$ cat src/rtl/wdt_pkg.sv
// wdt_pkg: shared definitions for the watchdog timer.
//   wdt_state_t     - FSM state encoding (RESET_REQ only with WDT_RESET_REQ_EN)
//   WDT_WDEN..WDCNT - register addresses on wdt_addr
//   WDT_WTOCNT_RST  - value loaded into the timeout register by reset
package wdt_pkg;

    typedef enum logic [1:0] {
        IDLE      = 2'd0,
        COUNT     = 2'd1,
        TIMEOUT   = 2'd2
`ifdef WDT_RESET_REQ_EN
        ,
        RESET_REQ = 2'd3
`endif
    } wdt_state_t;

    localparam logic [1:0] WDT_WDEN   = 2'd0;
    localparam logic [1:0] WDT_WDLIVE = 2'd1;
    localparam logic [1:0] WDT_WTOCNT = 2'd2;
    localparam logic [1:0] WDT_WDCNT  = 2'd3;

    localparam logic [31:0] WDT_WTOCNT_RST = 32'hFFFF_FFFF;

endpackage

$ cat src/rtl/wdt_counter.sv
// wdt_counter: CNT_W-bit up-counter with synchronous clear and enable, and an
// equality compare against cmp_val.
//   clk, rst     - clock, asynchronous active-low reset
//   clr          - clear to 0 on next edge (wins over en)
//   en           - increment on next edge
//   cmp_val      - compare value
//   cnt          - current count
//   match        - cnt == cmp_val (combinational)
module wdt_counter #(
    parameter int CNT_W = 32
) (
    input  logic             clk,
    input  logic             rst,
    input  logic             clr,
    input  logic             en,
    input  logic [CNT_W-1:0] cmp_val,
    output logic [CNT_W-1:0] cnt,
    output logic             match
);

    // NOTE: sequential state uses non-blocking assignments so every flop
    // samples the pre-edge values of its neighbours.
    always_ff @(posedge clk or negedge rst) begin
        if (!rst) begin
            cnt <= '0;
        end else if (clr) begin
            cnt <= '0;
        end else if (en) begin
            // Plain modular increment: wrapping to 0 has no side effect.
            cnt <= cnt + CNT_W'(1);
        end
    end

    assign match = (cnt == cmp_val);

endmodule

$ cat src/rtl/wdt_timer.sv
// wdt_timer: watchdog timer with a 4-entry register window.
//   clk, rst       - clock, asynchronous active-low reset
//   wdt_we         - register write strobe
//   wdt_addr       - 0 WDEN, 1 WDLIVE (kick), 2 WTOCNT, 3 WDCNT (read-only)
//   wdt_wdata      - write data (WDEN/WDLIVE use bit 0)
//   wdt_rdata      - combinational read of wdt_addr
//   WDT_interrupt  - registered level timeout interrupt
//   wdt_rst_req    - registered second-stage reset request
// Build option WDT_RESET_REQ_EN: a second timeout while the interrupt is
// pending enters RESET_REQ and raises wdt_rst_req until rst. Without it the
// counter is held in TIMEOUT and wdt_rst_req is tied low.
module wdt_timer
    import wdt_pkg::*;
#(
    parameter int CNT_W = 32
) (
    input  logic        clk,
    input  logic        rst,
    input  logic        wdt_we,
    input  logic [1:0]  wdt_addr,
    input  logic [31:0] wdt_wdata,
    output logic [31:0] wdt_rdata,
    output logic        WDT_interrupt,
    output logic        wdt_rst_req
);

    wdt_state_t       state;
    logic [CNT_W-1:0] wtocnt;
    logic [CNT_W-1:0] cnt;
    logic             match;
    logic             cnt_clr;
    logic             cnt_en;
    logic             locked;
    logic             wr;
    logic             wden_on;
    logic             wden_off;
    logic             kick;

`ifdef WDT_RESET_REQ_EN
    assign locked = (state == RESET_REQ);
`else
    assign locked = 1'b0;
`endif

    // Once a reset has been requested, software can no longer intervene.
    assign wr       = wdt_we && !locked;
    assign wden_on  = wr && (wdt_addr == WDT_WDEN)   &&  wdt_wdata[0];
    assign wden_off = wr && (wdt_addr == WDT_WDEN)   && !wdt_wdata[0];
    assign kick     = wr && (wdt_addr == WDT_WDLIVE) &&  wdt_wdata[0];

    always_ff @(posedge clk or negedge rst) begin
        if (!rst) begin
            wtocnt <= WDT_WTOCNT_RST[CNT_W-1:0];
        end else if (wr && (wdt_addr == WDT_WTOCNT)) begin
            wtocnt <= wdt_wdata[CNT_W-1:0];
        end
    end

    // Counter control. Any state transition out of COUNT/TIMEOUT clears the
    // count so the next phase starts from 0; a kick on the match cycle clears
    // it before the match can take effect.
    always_comb begin
        // NOTE: defaults first so no path leaves an output unassigned (no latch).
        cnt_clr = 1'b0;
        cnt_en  = 1'b0;
        case (state)
            IDLE:    cnt_clr = 1'b1;
            COUNT: begin
                if (wden_off || kick || match) cnt_clr = 1'b1;
                else                           cnt_en  = 1'b1;
            end
`ifdef WDT_RESET_REQ_EN
            TIMEOUT: begin
                if (wden_off || kick || match) cnt_clr = 1'b1;
                else                           cnt_en  = 1'b1;
            end
            RESET_REQ: ;
`else
            TIMEOUT: cnt_clr = 1'b1;
`endif
            default: cnt_clr = 1'b1;
        endcase
    end

    wdt_counter #(.CNT_W(CNT_W)) u_counter (
        .clk     (clk),
        .rst     (rst),
        .clr     (cnt_clr),
        .en      (cnt_en),
        .cmp_val (wtocnt),
        .cnt     (cnt),
        .match   (match)
    );

`ifdef WDT_RESET_REQ_EN
    logic rst_req_q;
    assign wdt_rst_req = rst_req_q;
`else
    assign wdt_rst_req = 1'b0;
`endif

    always_ff @(posedge clk or negedge rst) begin
        if (!rst) begin
            state         <= IDLE;
            WDT_interrupt <= 1'b0;
`ifdef WDT_RESET_REQ_EN
            rst_req_q     <= 1'b0;
`endif
        end else begin
            case (state)
                IDLE: begin
                    if (wden_on) state <= COUNT;
                end
                COUNT: begin
                    if (wden_off) begin
                        state <= IDLE;
                    end else if (!kick && match) begin
                        state         <= TIMEOUT;
                        WDT_interrupt <= 1'b1;
                    end
                end
                TIMEOUT: begin
                    if (wden_off) begin
                        state         <= IDLE;
                        WDT_interrupt <= 1'b0;
                    end else if (kick) begin
                        state         <= COUNT;
                        WDT_interrupt <= 1'b0;
                    end
`ifdef WDT_RESET_REQ_EN
                    else if (match) begin
                        state     <= RESET_REQ;
                        rst_req_q <= 1'b1;
                    end
`endif
                end
`ifdef WDT_RESET_REQ_EN
                RESET_REQ: ;
`endif
                default: begin
                    state         <= IDLE;
                    WDT_interrupt <= 1'b0;
                end
            endcase
        end
    end

    always_comb begin
        wdt_rdata = 32'd0;
        case (wdt_addr)
            WDT_WDEN:   wdt_rdata = {31'd0, state != IDLE};
            WDT_WDLIVE: wdt_rdata = {31'd0, WDT_interrupt};
            WDT_WTOCNT: wdt_rdata = 32'(wtocnt);
            WDT_WDCNT:  wdt_rdata = 32'(cnt);
            default:    wdt_rdata = 32'd0;
        endcase
    end

endmodule

$ cat config.mk
export PLATFORM = sky130hd
export DESIGN_NAME = wdt_timer
export DESIGN_NICKNAME = d
export VERILOG_FILES = /design/src/rtl/wdt_pkg.sv /design/src/rtl/wdt_counter.sv /design/src/rtl/wdt_timer.sv
export SDC_FILE = /design/constraint.sdc
export NUM_CORES = 1
export LEC_CHECK = 0
export ABC_AREA = 1
export CORE_MARGIN = 10
export CORE_UTILIZATION = 45
export CTS_BUF_LIST = sky130_fd_sc_hd__clkbuf_2
export DETAILED_ROUTE_END_ITERATION = 6
export PLACE_DENSITY = 0.71
export REMOVE_ABC_BUFFERS = 1
export SYNTH_ARGS = -nofsm -noshare
export SYNTH_HDL_FRONTEND = slang
export SYNTH_SLANG_ARGS = --single-unit
$ cat constraint.sdc
create_clock -name clk -period 1.4 [get_ports clk]
set_input_delay 0.28 -clock clk [delete_from_list [all_inputs] [get_ports clk]]
set_output_delay 0.28 -clock clk [all_outputs]
set_load 0.01 [all_outputs]
==> flow_summary.yaml, run 1 <==
yosys:
  synth_area_mm2: 0.00451
  synth-warning-count: 0
  synthDistinctLibCells: 36
  ys_seq_area_share_pct: 38.0
  syn-instance-count: 631
  syn_avg_cell_area_um2: 7.15
  synth_seq_cells: 67
clock_tree:
  cts-buffers-inserted: 9
  clockBufferDepth: 2
  cts_tree: "built"
  cts_sinks: 67
  clk_latency_ns: 0.62
  h-tree-depth: 3
  root_buffer: "clkbuf_2"
  cts.clk_slew.worst_paths_ns: 0.21
sta:
  whs_ns: 0.160
  finalClockSkew_ns: 0.0234
  maxSlewViolCount: 0
  finalHoldViolCount: 0
  setup_viol: 68
  fmax_mhz: 529
  post-route-min-period_ns: 1.89
  rsz0062_at_grt: "true"
  finalCritPeriodShare_pct: 135
  tns_ns: -25.05
  setup_ws_ns: -0.490
power_and_ir_drop:
  clock_power_share_pct: 20.9
  switching_share_pct: 36.5
  power_leakage_nw: 3.32
  power.density_mw_per_mm2: 943
  intPower_w: 0.00416
  power_w: 0.00655
  p_seq_share_pct: 37.4
  combinationalPowerShare_pct: 41.7
  power_switching_w: 0.00239
  irDropWorstVdd_mv: 0.896
routing:
  drt_iter0_markers: 348
  drc: 0
  ant_nets: 0
  via_per_inst: 5.00
  drt-total-wl_mm: 16.8
  vias: 5057
  wire_per_inst_um: 16.6
  drtPass1Iterations: 7
worst_setup_path:
  start_kind: "flip-flop"
  worstSetupEndpointType: "flip-flop"
  crit_required_ns: 1.92
  crit_path_max_fanout: 3
  path_class: "flip-flop to flip-flop"
  worstPathArrival_ns: 2.41
global_route:
  antenna_found_initial: 0
  grt_max_degree: 68
  grt-ovfl-total: 0
  grtUsageTotal_pct: 22.8
  grt_pass1_vias: 5275
  grt_pass1_wl_mm: 26.0
final_layout:
  drive_gt1_share_pct: 47.2
  antenna_cells: 0
  n_fill_cell: 848
  fin_nets: 912
  final_common_cell: "nand2_1"
  multi_input_area_mm2: 0.00255
  ff_latch_area_mm2: 0.00172
  mostFrequentLayoutCells: "nand2_1 (174), buf_4 (159), nor2_1 (65)"
  syn_to_final_growth_pct: 54.0
  fin_cells: 1012
placement:
  dp.cells: 947
  gp_congestion: 0.884
  dp_slack_ns: -0.838
  port_buffers: 69
  hpwlAfterDp_mm: 12.3
outcome:
  status: "finished, violations left"
  violations: "negative setup slack"
floorplanning:
  dieHeight_um: 120
  die-area_mm2: 0.0144
  initial_core_util_pct: 46.2
  die_x_um: 120
  rows: 36
  ioPinCount: 71
  core-area_mm2: 0.00977
job:
  drv_cap: 0
hold_path:
  holdCritPathClass: "input port to asynchronous set/reset pin"
-- worst max-delay path, stage by stage, from the launching register on --
cell and delay (ns):
dfrtp_1 0.41, buf_4 0.13, buf_4 0.10, nand2_1 0.09, nor3_1 0.37, nand2_1 0.17
nor3_2 0.23, xor2_1 0.24, nor2_2 0.06
-- cell type report --
class,instances,share of cell area [%]
tap,133,2.39
inverter,86,4.68
clock buffer,10,0.720
sequential,67,24.8
multi-input combinational,459,36.7
timing repair buffer,251,29.6
clock inverter,6,1.15
-- power groups by stage --
stage | logic [W] | registers, W | clock network [W]
floorplan | 0.00102 | 0.00243 | 0
global placement | 0.00216 | 0.00244 | 0
detailed placement | 0.00220 | 0.00245 | 0
CTS | 0.00249 | 0.00243 | 0.00137
global route | 0.00296 | 0.00247 | 0.00147
finish | 0.00274 | 0.00245 | 0.00137
-- synthesized netlist by cell type (all sizes together) --
cell       n  area share (%)
ha         1            0.28
clkinv     1           0.083
mux2       3            0.75
o211ai     1            0.17
o2111ai    1            0.19
clkbuf     7            0.61
conb       1           0.083
o22ai     28             3.9
buf       12             2.6
nand2    197              17
nor3      21             3.2
nand4      9             1.6
inv       85             7.1
dfrtp     35              19
dfstp     32              19
xnor2      4            0.78
and2       4            0.55
a21oi     40             4.4
xor2      24             4.7
nor2      98              10
o21ai      6            0.67
nor4       2            0.55
nand3     19             2.7
-- sequential cells by signal, summed over array words and instances, names as in the netlist --
signal,count
WDT_interrupt,1
u_counter.cnt,32
state,2
wtocnt,32
-- through the flow --
step                      util [%]  instance area (um2)
after floorplan                  -                 4370
after detailed placement      64.5                 6310
final                         71.1                 6950
after global placement        64.5                 6310
after CTS                     69.1                 6760
after global routing          71.1                 6950
-- path summary, 6_finish.rpt --
path / startpoint / to / slack, ns / cells past startpoint
min in group clk: wdt_wdata[14] / wtocnt[14]$_DFFE_PN1P_ / 0.16 / 3
worst min register to register: wtocnt[1]$_DFFE_PN1P_ / wtocnt[1]$_DFFE_PN1P_ / 0.53 / 2
worst max-delay path: u_counter.cnt[8]$_DFFE_PN0P_ / u_counter.cnt[22]$_DFFE_PN0P_ / -0.49 / 8
worst min-delay path: rst / u_counter.cnt[1]$_DFFE_PN0P_ / 0.16 / 3
worst max register to register: u_counter.cnt[8]$_DFFE_PN0P_ / u_counter.cnt[22]$_DFFE_PN0P_ / -0.49 / 8
max in group asynchronous: rst / wtocnt[25]$_DFFE_PN1P_ / 0.85 / 3
-- layer usage --
metal / global-route usage (%) / wire length [um]
met5: 0 / 0
met4: 9.43 / 457
met3: 5.86 / 1040
met2: 39.1 / 8350
met1: 26.3 / 6930
-- logic make-up after synthesis --
group                    synth area share (%)
AO/OA/AOI/OAI                            9.34
XOR/XNOR                                 5.43
adder cells (fa/ha/maj)                 0.277
buffers and inverters                    10.4
flip-flops                               38.0
multiplexers                            0.748
other                                  0.0831
AND/OR/NAND/NOR                          35.7
-- repair_timing --
item | in CTS | in global routing
endpoints found under the hold margin | 67 | 0
endpoints found under the setup margin | 68 | 68
gates cloned | 0 | 1
pin swaps | 38 | 7
buffers inserted | 40 | 8
hold buffers | 1 | 0
resized for setup | 207 | 33
Note: power is estimated with default switching activity, not from simulation.
==> run 2, diff against run 1 <==
Settings changed: GPL_TIMING_DRIVEN from default to 0.
==> run 2 against run 1 <==
Effect of this change:
- combinational power decreased by 9.5%
- design area shrank 10%
- critical endpoint is now u_counter.cnt[6]$_DFFE_PN0P_
- via count fell by 7.9%
- global-route usage fell by 1.6 points
- power down 6.8%
- highest routed layer unchanged
- die area unchanged
- critical path type unchanged
- clock-buffer cell count is 2 higher
- clock power down 15%
- fmax grew 5.3%
- worst hold slack improved by 0.044 ns
- the run still ends with negative setup slack left
==> flow_summary.yaml, run 2 (same netlist as run 1, synthesis figures left out) <==
worst_setup_path:
  r2r_setup_slack_ns: -0.40
  r2r-start: "wtocnt[17]$_DFFE_PN1P_"
  worstSetupEndpointType: "flip-flop"
  reg2reg_depth: 12
  r2r-end: "u_counter.cnt[6]$_DFFE_PN0P_"
  crit_path_max_fanout: 8
  path_class: "flip-flop to flip-flop"
  start_kind: "flip-flop"
  worstPathArrival_ns: 2.27
  crit_required_ns: 1.87
floorplanning:
  die-area_mm2: 0.0144
  ioPinCount: 71
  die_x_um: 120
  rows: 36
  core-area_mm2: 0.00977
  dieHeight_um: 120
  initial_core_util_pct: 46.2
final_layout:
  reg_top3: "u_counter.cnt x32, wtocnt x32, state x2"
  antenna_cells: 0
  final_cell_area_mm2: 0.00624
  mostFrequentLayoutCells: "nand2_1 (149), buf_4 (70), nor2_1 (57)"
  drive_gt1_share_pct: 46.8
  syn_to_final_growth_pct: 38.2
  n_fill_cell: 881
  fin_nets: 809
  final_common_cell: "nand2_1"
hold_path:
  holdCritPathClass: "input port to flip-flop"
  min_path_cells: 3
  whs_endpoint: "wtocnt[30]$_DFFE_PN1P_"
  worstHoldStart: "wdt_wdata[30]"
power_and_ir_drop:
  switching_share_pct: 38.6
  clock_power_share_pct: 19.1
  power_switching_w: 0.00236
  power_leakage_nw: 2.86
  intPower_w: 0.00375
  combinationalPowerShare_pct: 40.6
  p_seq_share_pct: 40.2
  irDropWorstVdd_mv: 0.711
  power.density_mw_per_mm2: 979
routing:
  drc: 0
  drt-total-wl_mm: 15.6
  vias: 4660
  drt_iter0_markers: 360
  wire_per_inst_um: 17.1
  via_per_inst: 5.13
  ant_nets: 0
  drtPass1Iterations: 5
placement:
  dpl_cell_area_mm2: 0.00522
  port_buffers: 69
  hpwlAfterDp_mm: 10.2
  gp_congestion: 0.921
global_route:
  grt_pass1_wl_mm: 24.1
  grt_max_degree: 68
  antenna_found_initial: 0
  grt_pass1_vias: 4573
  grt-ovfl-total: 0
  grtUsageTotal_pct: 21.1
sta:
  finalHoldViolCount: 0
  finalClockSkew_ns: 0.0466
  finalCritPeriodShare_pct: 128
  post-route-min-period_ns: 1.80
  setup_ws_ns: -0.396
  tightest_slew_ns: 0.905
  tns_ns: -22.43
  fmax_mhz: 557
  maxSlewViolCount: 0
  setup_viol: 68
  slew_headroom_pct: 39.7
  rsz0062_at_grt: "true"
outcome:
  status: "finished, violations left"
  violations: "negative setup slack"
clock_tree:
  cts-buffers-inserted: 9
  cts.clk_slew.worst_paths_ns: 0.22
  clockBufferDepth: 2
  clk_latency_ns: 0.59
  cts_tree: "built"
  h-tree-depth: 3
  cts_sinks: 67
  root_buffer: "clkbuf_2"
job:
  drv_cap: 0
-- run 2: changes by cell type in the layout (fill, tap and decap cells not counted), sizes merged --
cell / previous run / this run
bufinv: 2 / 1
clkdlybuf4s15: 0 / 2
nand3: 19 / 21
buf: 214 / 110
clkinvlp: 1 / 0
clkbuf: 11 / 12
dlygate4sd2: 2 / 0
-- run 2: routing by layer --
| layer | share of wire [%] | track usage [%] | vias up |
|---|---|---|---|
| met5 | 0 | 0 | - |
| met4 | 1.6 | 6.18 | 0 |
| met3 | 5.8 | 5.91 | 16 |
| met2 | 49 | 34.8 | 134 |
| met1 | 44 | 26.4 | 2226 |
| li1 | - | - | 2284 |
-- run 2: power groups by stage --
| stage | logic, W | registers (W) | clock network (W) |
|---|---|---|---|
| global placement | 0.00160 | 0.00248 | 0 |
| global route | 0.00269 | 0.00248 | 0.00128 |
| detailed placement | 0.00162 | 0.00249 | 0 |
| CTS | 0.00218 | 0.00244 | 0.00119 |
| finish | 0.00248 | 0.00246 | 0.00117 |
| floorplan | 0.00102 | 0.00243 | 0 |
-- run 2: worst max path at each step --
stage / from / to / slack (ns) / cells past startpoint
floorplan: wtocnt[26]$_DFFE_PN1P_ / u_counter.cnt[24]$_DFFE_PN0P_ / -0.20 / 11
global placement: rst / u_counter.cnt[19]$_DFFE_PN0P_ / -2.32 / 1
detailed placement: wdt_addr[0] / wdt_rdata[29] / -1.76 / 4
CTS: wtocnt[17]$_DFFE_PN1P_ / u_counter.cnt[6]$_DFFE_PN0P_ / -0.40 / 12
global route: wtocnt[11]$_DFFE_PN1P_ / wdt_rdata[11] / -0.47 / 3
finish: wtocnt[17]$_DFFE_PN1P_ / u_counter.cnt[6]$_DFFE_PN0P_ / -0.40 / 12
-- run 2: worst max-delay path: stages, from the launching register on --
cell     delay (ns)
dfstp_2        0.59
inv_2          0.05
nand2_2        0.09
nand2_1        0.06
inv_1          0.05
nand2_1        0.08
nor2_4         0.13
nand2_4        0.09
nor2_4         0.12
nand2_4        0.11
nand3_4        0.10
buf_12         0.16
nor2_2         0.03
-- run 2: repair_timing --
action,4_1_cts,5_1_grt
resized for setup,227,71
gates cloned,2,0
pin swaps,41,21
buffers inserted,56,20
setup endpoints to repair,100,68
hold buffers,1,0
hold endpoints to repair,35,0
-- run 2: cell type report --
| type | instances | area (um2) | share of cell area (%) |
|---|---|---|---|
| Clock buffer | 12 | 60.1 | 0.963 |
| Clock inverter | 4 | 42.5 | 0.682 |
| Inverter | 86 | 333 | 5.34 |
| Multi-Input combinational cell | 461 | 2740 | 43.9 |
| Sequential cell | 67 | 1740 | 27.8 |
| Tap cell | 133 | 166 | 2.67 |
| Timing Repair Buffer | 146 | 1160 | 18.7 |
-- run 2: metrics by stage --
stage	utilization [%]	hold slack (ns)	cells	power (W)	worst slack, ns
6_report	63.8	0.205	909	0.00611	-0.396
5_1_grt	63.8	0.161	909	0.00645	-0.465
4_1_cts	59.7	0.174	889	0.00582	-0.403
3_5_place_dp	53.4	0.460	814	0.00411	-1.76
3_3_place_gp	53.5	0.493	814	0.00407	-2.32
2_1_floorplan	-	-0.0156	612	0.00345	-0.197
==> run 3, diff against run 2 <==
Settings changed: CORE_MARGIN 10 to 5, PLACE_DENSITY 0.71 to 0.67.
==> run 3 against run 2 <==
Effect of this change:
- the run still ends with negative setup slack left
- flip-flop and latch count did not move
- sequential power about the same
- first-iteration DRC count shrank 23%
- critical path depth is 2 lower
- final cell count is 0.33% higher
- combinational power rose by 11%
- critical path type unchanged
- largest power group unchanged
- highest routed layer unchanged
==> flow_summary.yaml, run 3 (same netlist as run 1, synthesis figures left out) <==
floorplanning:
  core-area_mm2: 0.00977
  dieHeight_um: 110
  rows: 36
  die-area_mm2: 0.0121
  ioPinCount: 71
  die_x_um: 110
  initial_core_util_pct: 46.2
sta:
  finalClockSkew_ns: 0.0304
  finalCritPeriodShare_pct: 129
  slew_headroom_pct: 40.2
  maxSlewViolCount: 0
  whs_ns: 0.216
  fmax_mhz: 554
  finalHoldViolCount: 0
  setup_viol: 68
  setup_ws_ns: -0.404
  tightest_slew_ns: 0.896
  rsz0062_at_grt: "true"
  post-route-min-period_ns: 1.80
routing:
  drc: 0
  wire_per_inst_um: 16.5
  via_per_inst: 5.08
  drt_iter0_markers: 276
  ant_nets: 0
  drt-total-wl_mm: 15.1
  drtPass1Iterations: 5
  vias: 4630
placement:
  dpl_cell_area_mm2: 0.00522
  port_buffers: 69
  hpwlAfterDp_mm: 10.0
  dp_slack_ns: -1.76
  gp_congestion: 0.875
worst_setup_path:
  r2r_setup_slack_ns: -0.40
  cp_top_family: "simple AND/OR/NAND/NOR gates"
  crit_start: "wtocnt[2]$_DFFE_PN1P_"
  cp_num_buf_inv: 2
  path_class: "flip-flop to flip-flop"
  reg2reg_depth: 10
  worstPathArrival_ns: 2.27
  crit_required_ns: 1.86
  r2r-start: "wtocnt[2]$_DFFE_PN1P_"
  r2r-end: "u_counter.cnt[11]$_DFFE_PN0P_"
  cpPeakStageDelay_ns: 0.59
  worstSetupEndpointType: "flip-flop"
  crit_chain: "inv_2 > nand2_2 > nand4_1 > nor2_2 > nand2_4 > nor2_4 > nand2_4 > nand3_4 > clkbuf_16 > nor2_2"
  slowest_stage: "dfstp_2"
  crit_path_max_fanout: 4
  worstSetupEndpoint: "u_counter.cnt[11]$_DFFE_PN0P_"
  start_kind: "flip-flop"
  path_depth: 10
global_route:
  grt_max_degree: 68
  met2_usage_pct: 41.9
  grt_busiest_layer: "met2"
  grt_util_met1_pct: 35.0
  grt_pass1_vias: 4541
  antenna_found_initial: 0
  grt-ovfl-total: 0
  grt_pass1_wl_mm: 23.6
  globalRouteMet3Util_pct: 5.01
  grtUsageTotal_pct: 26.1
clock_tree:
  h-tree-depth: 3
  cts-buffers-inserted: 9
  root_buffer: "clkbuf_2"
  cts_sinks: 67
  cts.clk_slew.worst_paths_ns: 0.22
  clockBufferDepth: 2
  cts_tree: "built"
  clk_latency_ns: 0.57
final_layout:
  reg_top3: "u_counter.cnt x32, wtocnt x32, state x2"
  n_fill_cell: 885
  syn_to_final_growth_pct: 40.4
  fin_util_pct: 64.8
  final_cell_area_mm2: 0.00633
  drive_gt1_share_pct: 45.7
  antenna_cells: 0
  fin_nets: 812
  final_common_cell: "nand2_1"
  mostFrequentLayoutCells: "nand2_1 (156), buf_4 (66), nor2_1 (58)"
hold_path:
  holdCritPathClass: "input port to flip-flop"
  min_path_cells: 3
power_and_ir_drop:
  power_leakage_nw: 2.91
  power_w: 0.00658
  power.density_mw_per_mm2: 1040
  irDropWorstVdd_mv: 0.883
outcome:
  violations: "negative setup slack"
  status: "finished, violations left"
job:
  drv_cap: 0
==> run 3: cell count changes in the layout (fill, tap and decap cells not counted), moves of 3 or more <==
cell | before | now
nand2_1 | 149 | 156
inv_4 | 2 | 6
nand2_2 | 42 | 32
buf_6 | 5 | 12
clkbuf_2 | 12 | 9
buf_4 | 70 | 66
nor2_2 | 33 | 30
nand2_4 | 5 | 8
a21oi_2 | 9 | 6
a21oi_1 | 31 | 34
==> run 3: worst min-delay path, stage by stage <==
cell	delay, ns
clkdlybuf4s50_1	0.39
nor2_1	0.10
a21oi_1	0.05
==> run 3: worst min-delay path by stage <==
stage | from | end | slack [ns]
final | wdt_wdata[31] | wtocnt[31]$_DFFE_PN1P_ | 0.22
after global routing | wdt_wdata[1] | wtocnt[1]$_DFFE_PN1P_ | 0.19
after CTS | wdt_wdata[31] | wtocnt[31]$_DFFE_PN1P_ | 0.21
after detailed placement | rst | u_counter.cnt[1]$_DFFE_PN0P_ | 0.46
after global placement | state[1]$_DFFE_PN0P_ | WDT_interrupt$_DFFE_PN0P_ | 0.49
after floorplan | rst | WDT_interrupt$_DFFE_PN0P_ | -0.02
==> run 3: stage by stage <==
| stage | setup TNS (ns) | std cells |
|---|---|---|
| floorplan | -5.61 | 612 |
| global placement | -234.57 | 814 |
| detailed placement | -107.43 | 814 |
| CTS | -20.59 | 892 |
| global route | -26.86 | 912 |
| finish | -21.83 | 912 |
==> run 3: layout make-up <==
type	instances	area, um2	share of cell area (%)
Clock inverter	7	82.6	1.30
Clock buffer	9	45.0	0.711
Inverter	86	345	5.45
Sequential cell	67	1740	27.4
Multi-Input combinational cell	461	2720	43.0
Tap cell	133	166	2.63
Timing Repair Buffer	149	1230	19.5
==> run 3: routing by layer <==
metal	share of wire, %	vias to the layer above
li1	-	2288
met1	44	2174
met2	48	143
met3	5.9	25
met4	2.1	0
met5	0	-
==> run 3: what timing repair did <==
| item | 4_1_cts | 5_1_grt |
|---|---|---|
| hold buffers | 1 | 0 |
| setup buffers | 59 | 19 |
| pin swaps | 48 | 20 |
| resized for setup | 253 | 53 |
| hold endpoints to repair | 35 | 0 |
| endpoints found under the setup margin | 100 | 68 |
| cloned | 2 | 1 |
==> run 3: report_power, final <==
part           internal (W)  switching [W]  leakage (nW)
Combinational       0.00125        0.00151          2.04
Sequential          0.00227       0.000198         0.786
Clock              0.000570       0.000787        0.0805
Total               0.00409        0.00249          2.91
